===== config.mk =====
export PLATFORM = sky130hd
export DESIGN_NAME = csr_axi_cmd_master
export DESIGN_NICKNAME = d
export VERILOG_FILES = /design/src/rtl/csr_axi_cmd_master.sv
export SDC_FILE = /design/constraint.sdc
export NUM_CORES = 1
export LEC_CHECK = 0
export BUFFER_PORTS_ARGS = -buffer_cell sky130_fd_sc_hd__clkbuf_2
export CAP_MARGIN = 20
export CORE_UTILIZATION = 53
export CTS_BUF_LIST = sky130_fd_sc_hd__clkbuf_8
export DETAILED_ROUTE_END_ITERATION = 12
export HOLD_SLACK_MARGIN = 0.05
export PLACE_DENSITY = 0.88
export SYNTH_ARGS = -nofsm -noshare
export SYNTH_HDL_FRONTEND = slang
export SYNTH_SLANG_ARGS = --single-unit

===== constraint.sdc =====
create_clock -name aclk -period 4.25 [get_ports aclk]
set_input_delay 0.6375 -clock aclk [delete_from_list [all_inputs] [get_ports aclk]]
set_output_delay 0.6375 -clock aclk [all_outputs]
set_load 0.05 [all_outputs]

===== src/rtl/csr_axi_cmd_master.sv =====
// Single-outstanding AXI4 master bridging a valid/ready command port to single-beat
// reads/writes on the CSR slave, with one response per command and a wait-state timeout.
module csr_axi_cmd_master #(
    parameter int unsigned             AXI_ID_WIDTH   = 8,
    parameter int unsigned             AXI_ADDR_WIDTH = 12,
    parameter int unsigned             AXI_DATA_WIDTH = 32,
    parameter logic [AXI_ID_WIDTH-1:0] MST_ID         = 8'h5A,
    parameter int unsigned             TIMEOUT_CYC    = 1024
) (
    input  logic                          aclk,
    input  logic                          arstn,
    input  logic                          cmd_valid,
    output logic                          cmd_ready,
    input  logic                          cmd_write,
    input  logic [AXI_ADDR_WIDTH-1:0]     cmd_addr,
    input  logic [AXI_DATA_WIDTH-1:0]     cmd_wdata,
    input  logic [AXI_DATA_WIDTH/8-1:0]   cmd_wstrb,
    output logic                          rsp_valid,
    input  logic                          rsp_ready,
    output logic [AXI_DATA_WIDTH-1:0]     rsp_rdata,
    output logic [1:0]                    rsp_resp,
    output logic                          rsp_id_err,
    output logic                          rsp_timeout,
    output logic                          axi_awvalid,
    input  logic                          axi_awready,
    output logic [AXI_ADDR_WIDTH-1:0]     axi_awaddr,
    output logic [AXI_ID_WIDTH-1:0]       axi_awid,
    output logic                          axi_wvalid,
    input  logic                          axi_wready,
    output logic [AXI_DATA_WIDTH-1:0]     axi_wdata,
    output logic [AXI_DATA_WIDTH/8-1:0]   axi_wstrb,
    output logic                          axi_wlast,
    input  logic                          axi_bvalid,
    output logic                          axi_bready,
    input  logic [1:0]                    axi_bresp,
    input  logic [AXI_ID_WIDTH-1:0]       axi_bid,
    output logic                          axi_arvalid,
    input  logic                          axi_arready,
    output logic [AXI_ADDR_WIDTH-1:0]     axi_araddr,
    output logic [AXI_ID_WIDTH-1:0]       axi_arid,
    input  logic                          axi_rvalid,
    output logic                          axi_rready,
    input  logic [AXI_DATA_WIDTH-1:0]     axi_rdata,
    input  logic [1:0]                    axi_rresp,
    input  logic [AXI_ID_WIDTH-1:0]       axi_rid,
    input  logic                          axi_rlast
);
    localparam int unsigned STRB_W = AXI_DATA_WIDTH / 8;
    localparam int unsigned CNT_W  = $clog2(TIMEOUT_CYC + 1);

    typedef enum logic [2:0] {S_IDLE, S_AR, S_R, S_AW_W, S_B, S_RSP} state_t;

    state_t               state, state_next;
    logic [CNT_W-1:0]     tcnt;
    logic                 aw_done, w_done, aw_done_d, w_done_d;
    logic                 cmd_hs, aw_hs, w_hs, ar_hs, r_hs, b_hs, rsp_hs;
    logic                 tmo, abort, wait_state;

    logic                      cmd_ready_d, rsp_valid_d;
    logic                      awvalid_d, wvalid_d, bready_d, arvalid_d, rready_d;
    logic [AXI_ADDR_WIDTH-1:0] awaddr_d, araddr_d;
    logic [AXI_DATA_WIDTH-1:0] wdata_d;
    logic [STRB_W-1:0]         wstrb_d;

    logic unused_rlast;
    assign unused_rlast = axi_rlast;

    assign axi_awid = MST_ID;
    assign axi_arid = MST_ID;

    assign cmd_hs = cmd_valid & cmd_ready;
    assign aw_hs  = axi_awvalid & axi_awready;
    assign w_hs   = axi_wvalid & axi_wready;
    assign ar_hs  = axi_arvalid & axi_arready;
    assign r_hs   = axi_rvalid & axi_rready;
    assign b_hs   = axi_bvalid & axi_bready;
    assign rsp_hs = rsp_valid & rsp_ready;
    assign tmo    = (tcnt == CNT_W'(TIMEOUT_CYC - 1));
    assign wait_state = (state == S_AR) || (state == S_R) || (state == S_AW_W) || (state == S_B);

    always_ff @(posedge aclk or negedge arstn) begin
        if (!arstn) begin
            state   <= S_IDLE;
            tcnt    <= '0;
            aw_done <= 1'b0;
            w_done  <= 1'b0;
        end else begin
            state   <= state_next;
            aw_done <= aw_done_d;
            w_done  <= w_done_d;
            if (state_next != state)
                tcnt <= '0;
            else if (wait_state)
                tcnt <= tcnt + CNT_W'(1);
        end
    end

    // The awaited handshake is tested before tmo so a last-cycle handshake wins.
    always_comb begin
        state_next = state;
        aw_done_d  = 1'b0;
        w_done_d   = 1'b0;
        abort      = 1'b0;
        case (state)
            S_IDLE: if (cmd_hs) state_next = cmd_write ? S_AW_W : S_AR;
            S_AR: begin
                if (ar_hs)    state_next = S_R;
                else if (tmo) begin state_next = S_RSP; abort = 1'b1; end
            end
            S_R: begin
                if (r_hs)     state_next = S_RSP;
                else if (tmo) begin state_next = S_RSP; abort = 1'b1; end
            end
            S_AW_W: begin
                aw_done_d = aw_done | aw_hs;
                w_done_d  = w_done | w_hs;
                if (aw_done_d && w_done_d) state_next = S_B;
                else if (tmo)              begin state_next = S_RSP; abort = 1'b1; end
            end
            S_B: begin
                if (b_hs)     state_next = S_RSP;
                else if (tmo) begin state_next = S_RSP; abort = 1'b1; end
            end
            S_RSP: if (rsp_hs) state_next = S_IDLE;
            default: state_next = S_IDLE;
        endcase
    end

    // Outputs are decoded from the next state and registered; addresses stay
    // valid through the data/response phase for the slave's decoder.
    always_comb begin
        cmd_ready_d = (state_next == S_IDLE);
        rsp_valid_d = (state_next == S_RSP);
        arvalid_d   = (state_next == S_AR);
        rready_d    = (state_next == S_R);
        awvalid_d   = (state_next == S_AW_W) && !aw_done_d;
        wvalid_d    = (state_next == S_AW_W) && !w_done_d;
        bready_d    = (state_next == S_B);
        araddr_d    = '0;
        awaddr_d    = '0;
        wdata_d     = '0;
        wstrb_d     = '0;
        if (state_next == S_AR || state_next == S_R)
            araddr_d = (state == S_IDLE) ? cmd_addr : axi_araddr;
        if (state_next == S_AW_W || state_next == S_B)
            awaddr_d = (state == S_IDLE) ? cmd_addr : axi_awaddr;
        if (wvalid_d) begin
            wdata_d = (state == S_IDLE) ? cmd_wdata : axi_wdata;
            wstrb_d = (state == S_IDLE) ? cmd_wstrb : axi_wstrb;
        end
    end

    always_ff @(posedge aclk or negedge arstn) begin
        if (!arstn) begin
            cmd_ready   <= 1'b0;
            rsp_valid   <= 1'b0;
            axi_arvalid <= 1'b0;
            axi_rready  <= 1'b0;
            axi_awvalid <= 1'b0;
            axi_wvalid  <= 1'b0;
            axi_wlast   <= 1'b0;
            axi_bready  <= 1'b0;
            axi_araddr  <= '0;
            axi_awaddr  <= '0;
            axi_wdata   <= '0;
            axi_wstrb   <= '0;
        end else begin
            cmd_ready   <= cmd_ready_d;
            rsp_valid   <= rsp_valid_d;
            axi_arvalid <= arvalid_d;
            axi_rready  <= rready_d;
            axi_awvalid <= awvalid_d;
            axi_wvalid  <= wvalid_d;
            axi_wlast   <= wvalid_d;
            axi_bready  <= bready_d;
            axi_araddr  <= araddr_d;
            axi_awaddr  <= awaddr_d;
            axi_wdata   <= wdata_d;
            axi_wstrb   <= wstrb_d;
        end
    end

    always_ff @(posedge aclk or negedge arstn) begin
        if (!arstn) begin
            rsp_rdata   <= '0;
            rsp_resp    <= '0;
            rsp_id_err  <= 1'b0;
            rsp_timeout <= 1'b0;
        end else if (cmd_hs) begin
            rsp_rdata   <= '0;
            rsp_resp    <= '0;
            rsp_id_err  <= 1'b0;
            rsp_timeout <= 1'b0;
        end else if (r_hs) begin
            rsp_rdata   <= axi_rdata;
            rsp_resp    <= axi_rresp;
            rsp_id_err  <= (axi_rid != MST_ID);
            rsp_timeout <= 1'b0;
        end else if (b_hs) begin
            rsp_rdata   <= '0;
            rsp_resp    <= axi_bresp;
            rsp_id_err  <= (axi_bid != MST_ID);
            rsp_timeout <= 1'b0;
        end else if (abort) begin
            rsp_rdata   <= '0;
            rsp_resp    <= '0;
            rsp_id_err  <= 1'b0;
            rsp_timeout <= 1'b1;
        end
    end
endmodule


==> results.json, run 1 <==
{
  "dr.first_iter.drc_count": 191,
  "worst_slew_pin_slew_ps": 883,
  "ys.flop_type": "dfrtp_1",
  "syn2layout_area_growth_pct": 26.7,
  "wl_met2_um": 6470,
  "p_per_area_nw_per_um2": 833,
  "grt.overflow.total": 0,
  "cts_max_path_buffers": 2,
  "min_to": "axi_wdata[13]",
  "portBuffers": 213,
  "fin_util_pct": 69.1,
  "grt_first_pass_wirelength_um": 20100,
  "synth_largest_area_cell": "dfrtp_1",
  "seq_area_frac_synth_pct": 56.1,
  "core-area_um2": 9730,
  "crit_path_start_kind": "flop",
  "critPathKind": "reg2reg",
  "synth_area_leaders": "dfrtp_1 56%, nand2_1 8.7%, a22o_1 5.6%, a21oi_2 5.3%, a21oi_1 3.2%",
  "post_drt_wl_per_cell_um": 15.2,
  "reg2reg_depth": 8,
  "setup-tns-final_ps": 0,
  "netlist_area_um2": 5300,
  "nNetsFinal": 821,
  "dr.pass1.iters": 6,
  "drive_gt1_share_pct": 42.1,
  "finalCritPeriodShare_pct": 63.5,
  "skew_ps": 13.7,
  "hold_class": "in2reg",
  "crit_path_max_incr_delay_ps": 480,
  "path_max_fanout": 21,
  "worstPathArrival_ps": 3050,
  "synthTopCellsByCount": "123 x nand2_1, 119 x dfrtp_1, 34 x a21oi_1, 34 x a22o_1, 32 x a21oi_2",
  "reg2reg_from": "tcnt[0]",
  "antenna_left": 0,
  "synth-edff-count": 0,
  "max_clock_freq_mhz": 370,
  "synth_top_area_share_pct": 56.1,
  "cts_setup_buffers": 0,
  "leakagePower_nw": 3.41,
  "hpwl_um": 9260,
  "met1_length_um": 5070,
  "synth_cells": 498,
  "grt_use_total_pct": 25.5,
  "io-pin-count": 231,
  "ys_ff_latch": 119,
  "die_w_um": 102,
  "synthDistinctLibCells": 58,
  "drc_errors": 0,
  "routabilityCongestion": 0.876,
  "routed_wl_um": 13000,
  "met3_length_um": 1140,
  "cts.sinks": 119,
  "status": "complete, no violations",
  "fin_ws_ps": 1550,
  "n_antenna_cell": 0,
  "setup_viol": 0,
  "rows": 36,
  "clk_latency_ps": 430,
  "r2r_slack_ps": 1550,
  "antenna_found_initial": 0,
  "crit_required_ps": 4600,
  "r2r_end": "axi_wstrb[1]",
  "h-tree-depth": 4,
  "cts_root_buffer": "clkbuf_8",
  "clk_transition_reported_paths_ps": 80,
  "yosysMostFrequentCell": "nand2_1",
  "maxCapViolCount": 0,
  "grt_start_max_net_pins": 61,
  "worst-path-buf-inv": 1,
  "dr.max_layer_used": "met4",
  "path_cells": "ha_1 -> nand3_1 -> nor3_1 -> nor2_1 -> o31ai_4 -> o211ai_4 -> buf_4 -> a21oi_1",
  "routed-via-count": 4519,
  "hold_viol": 0,
  "end_kind": "flop",
  "die_area_um2": 10400,
  "ir_drop_mv": 0.411,
  "worstHoldStart": "cmd_wdata[13]",
  "yosys_warnings": 0,
  "grt_pass1_vias": 4340,
  "cts_buffers": 17,
  "cp_top_family": "compound AO/OA/AOI/OAI gates",
  "avgSynthCellArea_um2": 10.7,
  "cts_tree": "done",
  "drv_slew": 0,
  "rsz0062_at_grt": "false",
  "via_per_inst": 5.29,
  "relSlewSlack_pct": 40.9,
  "pre_cts_slack_ps": 1560,
  "start_util_pct": 54.5,
  "fin_crit_ps": 2700,
  "ys_async_sr_fraction_pct": 100,
  "die_h_um": 102,
  "min_delay_path_depth": 3,
  "slowest_stage": "o31ai_4"
}
==> placed cells by master, fill, tap and decap left out, drive strengths merged, types with 4 or more instances in the layout <==
master and n:
and2 4, buf 10, nor2 26, conb 16, nor3 6, clkbuf 230
clkinv 8, nand2 123, xnor2 8, a21oi 67, a22o 34, dfrtp 119
inv 9, nand3 7, nor4bb 4
==> sequential cells by signal, indices dropped and copies added (netlist names), 2 cells and up <==
name,count
axi_wstrb,4
rsp_resp,2
state,3
axi_araddr,12
rsp_rdata,32
tcnt,11
axi_wdata,32
axi_awaddr,12
==> metrics by stage <==
stage / hold slack [ps] / cells / area (um2) / power (mW)
3_3_place_gp: 466 / 822 / 6360 / 4.61
5_1_grt: 383 / 855 / 6720 / 5.90
2_1_floorplan: 342 / 512 / 5360 / 4.08
3_5_place_dp: 469 / 822 / 6360 / 4.70
4_1_cts: 394 / 855 / 6720 / 5.62
6_report: 417 / 855 / 6720 / 5.60
==> worst max path at each step <==
| stage | slack [ps] | cells past startpoint | startpoint | end |
|---|---|---|---|---|
| floorplan | 2130 | 6 | axi_wlast | axi_araddr[10] |
| global placement | 1650 | 7 | axi_wready | axi_wstrb[0] |
| detailed placement | 1560 | 8 | axi_awready | axi_wstrb[1] |
| CTS | 1550 | 8 | tcnt[0] | axi_wstrb[1] |
| global route | 1340 | 8 | tcnt[0] | axi_wdata[1] |
| finish | 1550 | 8 | tcnt[0] | axi_wstrb[1] |
==> worst reg2reg max path, cell delays in order (launching register included) <==
cell and delay (ps):
dfrtp_1 420, ha_1 270, nand3_1 120, nor3_1 310, nor2_1 120, o31ai_4 480, o211ai_4 420, buf_4 360
a21oi_1 140
==> report_power, final <==
part           internal [mW]  switching, mW
registers               1.46          0.234
clock network          0.420          0.481
logic                  0.728           2.28
==> kinds of logic after synthesis <==
logic type,Yosys count,share of synthesized area [%]
buffers and inverters,51,6.18
multiplexers,3,0.566
adder cells (fa/ha/maj),1,0.236
XOR/XNOR,9,1.49
AND/OR/NAND/NOR,182,15.1
AO/OA/AOI/OAI,131,20.1
other,2,0.142
flip-flops,119,56.1
==> layer usage <==
| layer | vias to the layer above | track usage (%) |
|---|---|---|
| met1 | 2150 | 29.2 |
| met3 | 29 | 9.44 |
| met4 | 0 | 13.7 |
| met5 | - | 0 |
| met2 | 239 | 41.7 |
| li1 | 2101 | - |
==> repair_timing <==
| item | CTS | global route |
|---|---|---|
| hold endpoints to repair | 2 | 0 |
| hold buffers | 1 | 0 |
| resized for setup | 0 | 0 |
==> layout make-up <==
class                      count  area (um2)
clock buffer                  18         248
clock inverter                14         100
fill                         715        3010
inverter                       6        22.5
multi-input combinational    342        2060
sequential                   119        2980
tap                          133         166
timing repair buffer         223        1150
Note: power is estimated with default switching activity, not from simulation.
==> run 2: changes to the inputs <==
Settings changed: CORE_UTILIZATION 53 to 49, PLACE_DENSITY 0.88 to 0.82.
Clock period 4.25 ns to 2.8 ns, I/O delays scaled along.
==> run 2 against run 1 <==
Combinational power increased by 55%. Sequential power is 51% higher. First-iteration DRC count grew 76%. Design area up 2.1%. Setup slack lost 1300 ps. Largest power group unchanged.
==> results.json, run 2 (same netlist as run 1, synthesis figures left out) <==
{
  "status": "complete, no violations",
  "nNetsFinal": 823,
  "end_kind": "flop",
  "rows": 37,
  "met3_length_um": 1130,
  "cts_buffers": 17,
  "drv_slew": 0,
  "grt_first_pass_wirelength_um": 21800,
  "finalCritPeriodShare_pct": 91.8,
  "path_max_fanout": 17,
  "worst-path-buf-inv": 0,
  "reg2reg_from": "state[0]",
  "layout_common_cells": "212 x clkbuf_2, 123 x nand2_1, 119 x dfrtp_1",
  "drive_gt1_share_pct": 42.3,
  "slowest_stage": "a21oi_2",
  "clk_latency_ps": 420,
  "r2r_slack_ps": 230,
  "setup_viol": 0,
  "drc_errors": 0,
  "cts_setup_buffers": 0,
  "top_regs": "axi_wdata x32, rsp_rdata x32",
  "cts_tree": "done",
  "dr.first_iter.drc_count": 336,
  "hold_viol": 0,
  "routabilityCongestion": 0.872,
  "maxCapViolCount": 0,
  "die_area_um2": 11200,
  "dpl_cell_area_um2": 6410,
  "grt_use_total_pct": 24.9,
  "cts.sinks": 119,
  "grt.overflow.total": 0,
  "stdcell_area_um2": 6860,
  "worstPathArrival_ps": 2920,
  "leakagePower_nw": 3.48,
  "fillCellCount": 823,
  "die_w_um": 106,
  "ir_drop_mv": 0.706,
  "wl_met2_um": 6700,
  "syn2layout_area_growth_pct": 29.4,
  "crit_required_ps": 3150,
  "path_cells": "or3_2 -> and2_1 -> nand3_4 -> nor3_2 -> a21oi_2 -> a22o_1",
  "reg2reg_depth": 6,
  "setup-tns-final_ps": 0,
  "n_antenna_cell": 0,
  "ctsResizeCount": 0,
  "cts_root_buffer": "clkbuf_8",
  "clk_transition_reported_paths_ps": 70,
  "post_drt_wl_per_cell_um": 15.7,
  "io-pin-count": 231,
  "fin_crit_ps": 2570,
  "grt_pass1_vias": 4516,
  "crit_path_start_kind": "flop",
  "grt_start_max_net_pins": 68,
  "routed-via-count": 4506,
  "worst_slew_pin_slew_ps": 844,
  "skew_ps": 10.3,
  "antenna_found_initial": 0,
  "rsz0062_at_grt": "false",
  "antenna_left": 0,
  "dr.max_layer_used": "met4",
  "max_clock_freq_mhz": 389,
  "routed_wl_um": 13500,
  "cts_hold_buf": 0,
  "die_h_um": 106,
  "cp_top_family": "simple AND/OR/NAND/NOR gates",
  "met1_length_um": 5520,
  "cts_max_path_buffers": 2,
  "start_util_pct": 50.9,
  "via_per_inst": 5.25,
  "p_per_area_nw_per_um2": 1300,
  "h-tree-depth": 4,
  "crit_path_max_incr_delay_ps": 680,
  "dr.pass1.iters": 5,
  "portBuffers": 213,
  "final_common_cell": "clkbuf_2",
  "hold_class": "in2async",
  "r2r_end": "rsp_rdata[0]",
  "core-area_um2": 10400,
  "relSlewSlack_pct": 43.7,
  "critPathKind": "reg2reg",
  "hpwl_um": 9400
}
run 2: cell count changes in the layout (fill, tap and decap cells not counted), sizes merged:
cell | previous run | this run
clkinvlp | 3 | 2
dlygate4sd3 | 1 | 0
bufinv | 0 | 4
clkbuf | 230 | 232
a21oi | 67 | 68
clkinv | 8 | 4
buf | 10 | 12
inv | 9 | 7
run 2: stage by stage:
stage	setup WS [ps]	utilization [%]	hold slack (ps)	power, mW	instances
2_1_floorplan	683	-	124	6.19	512
3_3_place_gp	293	61.5	466	7.07	827
3_5_place_dp	201	61.5	469	7.19	827
4_1_cts	178	65.8	127	8.95	858
5_1_grt	105	65.9	153	9.42	859
6_report	231	65.9	100	8.93	859
run 2: layout make-up:
| cell class | count | area [um2] | area share [%] |
|---|---|---|---|
| flip-flops and latches | 119 | 2980 | 43.4 |
| multi-input cells | 343 | 2070 | 30.2 |
| repair buffers | 224 | 1180 | 17.1 |
| clock buffers | 20 | 275 | 4.01 |
| clock inverters | 11 | 171 | 2.50 |
| well taps | 136 | 170 | 2.48 |
| inverters | 6 | 22.5 | 0.328 |
run 2: how the worst max path moves through the flow:
| stage | start | endpoint | slack [ps] | cells past startpoint |
|---|---|---|---|---|
| 2_1_floorplan | axi_wlast | axi_araddr[10] | 680 | 6 |
| 3_3_place_gp | state[0] | rsp_id_err | 290 | 6 |
| 3_5_place_dp | state[0] | rsp_id_err | 200 | 6 |
| 4_1_cts | state[0] | rsp_id_err | 180 | 6 |
| 5_1_grt | state[0] | rsp_rdata[31] | 100 | 6 |
| 6_report | state[0] | rsp_rdata[0] | 230 | 6 |
run 2: routing by layer:
metal | global-route usage (%) | vias up
li1 | - | 2106
met1 | 30.2 | 2163
met2 | 42.2 | 220
met3 | 8.09 | 17
met4 | 7.94 | 0
met5 | 0 | -
run 2: where the power goes:
group / internal, mW / leakage (nW) / switching (mW)
clock network: 1.04 / 0.221 / 0.687
logic: 1.14 / 1.64 / 3.51
registers: 2.22 / 1.62 / 0.342
